`config.mk`:
```
export PLATFORM = sky130hd
export DESIGN_NAME = mmio_bridge
export DESIGN_NICKNAME = d
export VERILOG_FILES = /design/src/rtl/mmio_pkg.sv /design/src/rtl/sync_fifo.sv /design/src/rtl/mmio_bridge.sv
export SDC_FILE = /design/constraint.sdc
export NUM_CORES = 1
export LEC_CHECK = 0
export ABC_AREA = 1
export CORE_MARGIN = 4
export CORE_UTILIZATION = 40
export DETAILED_ROUTE_END_ITERATION = 6
export PLACE_DENSITY = 0.56
export SLEW_MARGIN = 20
export SYNTH_ARGS = -nofsm -noshare
export SYNTH_HDL_FRONTEND = slang
export SYNTH_SLANG_ARGS = --single-unit
```
`constraint.sdc`:
```
create_clock -name clk_in -period 6.5 [get_ports clk_in]
set_clock_uncertainty 0.2 [all_clocks]
set_input_delay 0.65 -clock clk_in [delete_from_list [all_inputs] [get_ports clk_in]]
set_output_delay 0.65 -clock clk_in [all_outputs]
set_load 0.01 [all_outputs]
```
`src/rtl/mmio_pkg.sv`:
```
//------------------------------------------------------------------------------
// Module      : mmio_pkg
// Description : Shared I/O page addresses, stop-FSM states and address decode.
// Revision    : 1.0 - initial release
//------------------------------------------------------------------------------
`default_nettype none

package mmio_pkg;

    localparam logic [17:0] IO_UART = 18'h30000;
    localparam logic [17:0] IO_CLK  = 18'h30004;

    typedef enum logic [1:0] {
        RUN   = 2'd0,
        DRAIN = 2'd1,
        HALT  = 2'd2
    } stop_state_t;

    function automatic logic is_io(input logic [17:0] addr);
        return addr[17:16] == 2'b11;
    endfunction

endpackage

`default_nettype wire

```
`src/rtl/sync_fifo.sv`:
```
//------------------------------------------------------------------------------
// Module      : sync_fifo
// Description : Single-clock FIFO with occupancy count; head is combinational.
// Revision    : 1.0 - initial release
//------------------------------------------------------------------------------
`default_nettype none

module sync_fifo #(
    parameter int WIDTH = 8,
    parameter int DEPTH = 16
) (
    input  logic                       clk,
    input  logic                       rst_n,
    input  logic                       i_push,
    input  logic [WIDTH-1:0]           i_data,
    input  logic                       i_pop,
    output logic [WIDTH-1:0]           o_data,
    output logic                       o_full,
    output logic                       o_empty,
    output logic [$clog2(DEPTH+1)-1:0] o_count
);

    localparam int c_PW = (DEPTH > 1) ? $clog2(DEPTH) : 1;
    localparam int c_CW = $clog2(DEPTH + 1);

    logic [WIDTH-1:0] r_mem [DEPTH];
    logic [c_PW-1:0]  r_wr_ptr;
    logic [c_PW-1:0]  r_rd_ptr;
    logic [c_CW-1:0]  r_count;
    logic             w_push;
    logic             w_pop;

    // DEPTH need not be a power of two, so pointers wrap explicitly.
    function automatic logic [c_PW-1:0] f_next(input logic [c_PW-1:0] ptr);
        return (ptr == c_PW'(DEPTH - 1)) ? '0 : ptr + c_PW'(1);
    endfunction

    assign w_push  = i_push & ~o_full;
    assign w_pop   = i_pop & ~o_empty;
    assign o_full  = (r_count == c_CW'(DEPTH));
    assign o_empty = (r_count == '0);
    assign o_count = r_count;
    assign o_data  = r_mem[r_rd_ptr];

    always_ff @(posedge clk or negedge rst_n) begin
        if (!rst_n) begin
            r_wr_ptr <= '0;
            r_rd_ptr <= '0;
            r_count  <= '0;
        end else begin
            if (w_push) r_wr_ptr <= f_next(r_wr_ptr);
            if (w_pop)  r_rd_ptr <= f_next(r_rd_ptr);
            case ({w_push, w_pop})
                2'b10:   r_count <= r_count + c_CW'(1);
                2'b01:   r_count <= r_count - c_CW'(1);
                default: r_count <= r_count;
            endcase
        end
    end

    always_ff @(posedge clk) begin
        if (w_push) r_mem[r_wr_ptr] <= i_data;
    end

endmodule

`default_nettype wire

```
`src/rtl/mmio_bridge.sv`:
```
//------------------------------------------------------------------------------
// Module      : mmio_bridge
// Description : CPU byte-bus decoder for RAM and the UART/counter/stop I/O page.
// Revision    : 1.0 - initial release
//------------------------------------------------------------------------------
`default_nettype none

module mmio_bridge
    import mmio_pkg::*;
#(
    parameter int TX_DEPTH    = 16,
    parameter int FULL_MARGIN = 2
) (
    input  logic        clk_in,
    input  logic        rst_n_in,
    input  logic        rdy_in,
    input  logic [31:0] mem_a,
    input  logic [7:0]  mem_dout,
    input  logic        mem_wr,
    output logic [7:0]  mem_din,
    output logic        io_buffer_full,
    output logic [16:0] ram_a,
    output logic [7:0]  ram_dout,
    output logic        ram_we,
    input  logic [7:0]  ram_din,
    output logic [7:0]  tx_data,
    output logic        tx_valid,
    input  logic        tx_ready,
    input  logic [7:0]  rx_data,
    input  logic        rx_valid,
    output logic        halted
);

    // One extra physical slot so the stop marker always fits behind user data.
    localparam int c_FIFO_DEPTH = TX_DEPTH + 1;
    localparam int c_CW         = $clog2(c_FIFO_DEPTH + 1);
    localparam logic [c_CW-1:0] c_USER_MAX = c_CW'(TX_DEPTH);
    localparam logic [c_CW-1:0] c_FULL_AT  = c_CW'(TX_DEPTH - FULL_MARGIN);

    stop_state_t     r_state, w_state_next;
    logic [17:0]     w_addr;
    logic            w_io, w_wr, w_rd;
    logic            w_uart_wr, w_stop_wr, w_uart_rd, w_snap_rd;
    logic            w_push, w_pop;
    logic [7:0]      w_push_data, w_head, w_io_byte, w_din;
    logic            w_empty, w_fifo_full;
    logic [c_CW-1:0] w_count, w_count_next;
    logic [31:0]     r_cyc, r_snap;
    logic [7:0]      r_rx_data, r_io_q, r_din_hold;
    logic            r_rx_full, r_sel_io, r_rdy_q, r_buf_full;
    logic            w_unused;

    assign w_addr   = mem_a[17:0];
    assign w_io     = is_io(w_addr);
    assign w_wr     = rdy_in & mem_wr;
    assign w_rd     = rdy_in & ~mem_wr;
    assign w_unused = ^{mem_a[31:18], w_fifo_full};

    assign ram_a    = mem_a[16:0];
    assign ram_dout = mem_dout;
    assign ram_we   = mem_wr & ~w_io & rdy_in;

    assign w_uart_wr = w_wr & (w_addr == IO_UART) & (r_state == RUN);
    assign w_stop_wr = w_wr & (w_addr == IO_CLK) & (r_state == RUN);
    assign w_uart_rd = w_rd & (w_addr == IO_UART);
    assign w_snap_rd = w_rd & (w_addr == IO_CLK);

    assign w_push = (w_uart_wr & (mem_dout != 8'h00) & (w_count < c_USER_MAX))
                  | w_stop_wr;
    assign w_push_data  = w_stop_wr ? 8'h00 : mem_dout;
    assign tx_valid     = ~w_empty & (r_state != HALT);
    assign tx_data      = w_empty ? 8'h00 : w_head;
    assign w_pop        = tx_valid & tx_ready;
    assign w_count_next = w_count + c_CW'(w_push) - c_CW'(w_pop);

    sync_fifo #(
        .WIDTH (8),
        .DEPTH (c_FIFO_DEPTH)
    ) u_tx_fifo (
        .clk     (clk_in),
        .rst_n   (rst_n_in),
        .i_push  (w_push),
        .i_data  (w_push_data),
        .i_pop   (w_pop),
        .o_data  (w_head),
        .o_full  (w_fifo_full),
        .o_empty (w_empty),
        .o_count (w_count)
    );

    always_ff @(posedge clk_in or negedge rst_n_in) begin
        if (!rst_n_in) r_state <= RUN;
        else           r_state <= w_state_next;
    end

    always_comb begin
        w_state_next = r_state;
        case (r_state)
            RUN:     if (w_stop_wr) w_state_next = DRAIN;
            DRAIN:   if (w_empty)   w_state_next = HALT;
            HALT:    w_state_next = HALT;
            default: w_state_next = RUN;
        endcase
    end

    assign halted = (r_state == HALT);

    always_comb begin
        w_io_byte = 8'h00;
        case (w_addr)
            IO_UART:         w_io_byte = r_rx_full ? r_rx_data : 8'h00;
            IO_CLK:          w_io_byte = r_cyc[7:0];
            IO_CLK + 18'd1:  w_io_byte = r_snap[15:8];
            IO_CLK + 18'd2:  w_io_byte = r_snap[23:16];
            IO_CLK + 18'd3:  w_io_byte = r_snap[31:24];
            default:         w_io_byte = 8'h00;
        endcase
    end

    // After a stalled cycle the bus shows the previously presented byte.
    assign w_din   = r_rdy_q ? (r_sel_io ? r_io_q : ram_din) : r_din_hold;
    assign mem_din = w_din;
    assign io_buffer_full = r_buf_full;

    always_ff @(posedge clk_in or negedge rst_n_in) begin
        if (!rst_n_in) begin
            r_cyc      <= '0;
            r_snap     <= '0;
            r_rx_data  <= '0;
            r_rx_full  <= 1'b0;
            r_sel_io   <= 1'b1;
            r_io_q     <= '0;
            r_rdy_q    <= 1'b0;
            r_din_hold <= '0;
            r_buf_full <= 1'b0;
        end else begin
            if (rdy_in)    r_cyc  <= r_cyc + 32'd1;
            if (w_snap_rd) r_snap <= r_cyc;
            if (rx_valid) begin
                r_rx_data <= rx_data;
                r_rx_full <= 1'b1;
            end else if (w_uart_rd) begin
                r_rx_full <= 1'b0;
            end
            if (w_rd) begin
                r_sel_io <= w_io;
                r_io_q   <= w_io_byte;
            end
            r_rdy_q    <= rdy_in;
            r_din_hold <= w_din;
            r_buf_full <= (w_count_next >= c_FULL_AT);
        end
    end

endmodule

`default_nettype wire

```
==> summary.txt <==
Logic synthesis
  • Top cells by area in the synthesized netlist: edfxtp_1, dfrtp_1, nand2_1
  • Mapped Cells: 1,179
  • Synth Cell Area: roughly 11,000 um^2
  • Yosys reg bits: 237
  • Asr flop ratio synth: 0.426
  • Top-count cell post-synth: nand2_1
  • YS warnings: 0
  • Area leader, netlist: edfxtp_1
  • Simple-Gate Fraction of Synth Area: 0.196
  • Post-synthesis sequential area ratio: 0.586
  • Main combinational cell family by area after synthesis: simple AND/OR/NAND/NOR gates
  • Syn_area_per_cell: 9.58 um^2
  • Synth Area in Compound Gates: 0.0941
  • Yosys top cell area share: 0.362
  • Multiplexer area fraction after synthesis: 0
  • Post-synth cell types: 40
  • Top cells by count, synth: nand2_1, nor2_1, edfxtp_1, o21ai_0, inv_1
  • Post-synth EDFFs: 136
  • Main synth FF type: edfxtp_1
  • Syn Nets: 1,263
  • Synth Area in Adders: 0.0257
  • XOR/XNOR Fraction of Synth Area: 0.0264

Route
  • Antenna-violating nets left: 0
  • Vias/cell: 4.90
  • Drt drc: 0
  • Via count: 8,146
  • Total Wirelength: between 20,000 and 30,000 um
  • Wire per inst: 16.8 um
  • DRT iter0 DRCs: 515
  • First-pass iteration count of the detailed router: 4

GRT
  • Gr ovfl total: 0
  • Busiest metal layer after global routing: met2
  • Met1 Track Usage GR: 0.226
  • Met3 usage: 0.0225
  • Vias in the first global route: ~8k
  • GR met2 Demand/Resource: 0.323
  • Initial antenna violation count: 0
  • Aggregate global-route resource usage: 0.179
  • First-pass GRT wire length: 44,200 um
  • Largest net degree at the start of global routing: 67

Timing
  • Worst-margin pin slew: slightly below 1 ns
  • Slew Viols, Final: 0
  • Endpoints failing setup: 0
  • Ratio of final minimum period to clock period: 0.643
  • Rel. slew slack: 0.343
  • Final Hold Viols: 0
  • Crit path time final: 4.18 ns
  • RSZ-0062 raised after global routing: no
  • Setup TNS Final: 0 ns
  • Achievable Freq: between 0.2 and 0.25 GHz

Clocking
  • CTS tree: built
  • CTS clk-pin slew, worst paths: 0.06 ns
  • Clock Root Buffer: clkbuf_16
  • H-Tree Depth: 1
  • Clk_lat worst skew: 0.53 ns
  • Post-CTS Resized: 0
  • TritonCTS Buffers: 27
  • Deepest clock path buffer count: 3
  • Sink Count: ~240

Die
  • I/O pin count: roughly 110
  • Chip width: between 150 and 200 um
  • Initial Util: 0.406
  • Die area: 31,000 um^2
  • Core Box Area: 27,800 um^2
  • Site row count: 61
  • Die height: 176 um

Placement
  • # port buffers: 92
  • Placer Congestion: roughly 0.87
  • Cell count after placement: 1,613
  • Hpwl dp: 19,000 um

Pwr
  • Peak VDD IR: a little under 0.2 mV
  • Pwr dens: 263 nW/um^2
  • Lkg Pwr: 0.00559 uW

Cells and area
  • Layout cells sized above 1: 0.0816
  • Nets: 1,349
  • Fin cells: 1,664
  • Reg area: 6610 um^2
  • Antenna diodes: 0
  • P&R area growth vs syn: 19.2%
  • Multi-input logic area: 3870 um^2
  • # fillers: roughly 2.7k

Worst setup path
  • Crit path kind: reg -> out
  • Crit Path Max Fanout: 33
  • Critical Path Sink Type: output pin
  • Worst EP arrival: roughly 3.3 ns
  • Critical Path RT: 5.65 ns
  • Worst setup SP type: flop
  • Setup slack, reg-to-reg: approximately 2.8 ns

Run status
  • Outcome: complete, no violations

Job
  • Max-cap viol count: 0

Hold path
  • Min-delay worst type: reg -> reg
power breakdown:
| group | switching, uW | leakage [uW] | internal [uW] | total [uW] |
|---|---|---|---|---|
| clock | 595 | 0.000455 | 982 | 1580 |
| combinational | 161 | 0.00271 | 106 | 267 |
| sequential | 46.2 | 0.00242 | 1640 | 1690 |
| total | 802 | 0.00559 | 2730 | 3530 |
kinds of logic after synthesis:
logic type / Yosys count
compound gates: 203
flops: 237
simple gates: 503
buf+inv: 180
xor+xnor: 34
fa+ha+maj: 22
stage by stage:
step | hold WS, ns | setup WS [ns] | util | area [um^2] | power, uW
3_5_place_dp | 0.261 | 2.42 | 0.451 | 12500 | 1980
2_1_floorplan | 0.154 | 3.52 | - | 11300 | 1860
6_report | 0.282 | 2.32 | 0.484 | 13500 | 3530
3_3_place_gp | 0.263 | 2.45 | 0.450 | 12500 | 1980
5_1_grt | 0.313 | 2.07 | 0.484 | 13500 | 3680
4_1_cts | 0.283 | 2.27 | 0.484 | 13500 | 3580
final cells by class:
type,instances,area share
Clock inverter,15,0.0148
Tap cell,378,0.0352
Timing Repair Buffer,121,0.0846
Inverter,116,0.0324
Sequential cell,237,0.492
Multi-Input combinational cell,762,0.287
Clock buffer,35,0.0539
worst paths after layout:
check                                           start             end  cells past startpoint
worst max-delay path            u_tx_fifo.r_rd_ptr[0]      tx_data[3]                      7
worst min-delay path                       r_snap[17]      r_snap[17]                      2
worst max register to register   u_tx_fifo.o_count[3]  io_buffer_full                     14
worst min register to register             r_snap[17]      r_snap[17]                      2
max in group asynchronous                    rst_n_in       r_io_q[7]                      3
min in group asynchronous                    rst_n_in       r_cyc[13]                      2
routing by layer:
| metal | vias up | share of wire |
|---|---|---|
| li1 | 4101 | - |
| met1 | 3876 | 0.43 |
| met2 | 122 | 0.51 |
| met3 | 47 | 0.030 |
| met4 | 0 | 0.027 |
| met5 | - | 0 |
cells in the final DEF, fill, tap and decap left out, drive strengths merged, types with 2 or more instances in the layout:
master         count
a21oi             28
a31oi             16
buf               29
bufinv             5
clkbuf            35
clkdlybuf4s50     91
clkinv            13
dfrtp            100
edfxtp           136
fa                 2
ha                20
inv              113
nand2            223
nand3             37
nand3b             3
nand4             24
nor2             180
nor3              32
nor4               2
o21ai            140
o22ai             18
xnor2              2
xor2              32
critical path: stages (launching register included):
cell             delay (ns)
dfrtp_2                0.40
inv_1                  0.71
buf_4                  0.35
o21ai_0                0.10
o22ai_1                0.25
nand2_1                0.11
a31oi_1                0.28
clkdlybuf4s50_1        0.59
repair_timing:
item / 4_1_cts / 5_1_grt
buffers inserted: 0 / 0
hold endpoints to repair: 40 / 0
hold buffers: 1 / 0
setup endpoints to repair: 0 / 0
sequential cells by signal, indices dropped and copies added (netlist names):
signal	count
r_rx_full	1
io_buffer_full	1
u_tx_fifo.r_mem	136
r_snap	24
r_din_hold	8
u_tx_fifo.r_rd_ptr	5
r_rdy_q	1
u_tx_fifo.r_wr_ptr	5
u_tx_fifo.o_count	5
r_sel_io	1
r_cyc	32
r_state	2
r_rx_data	8
r_io_q	8
(Power assumes the default switching activity.)
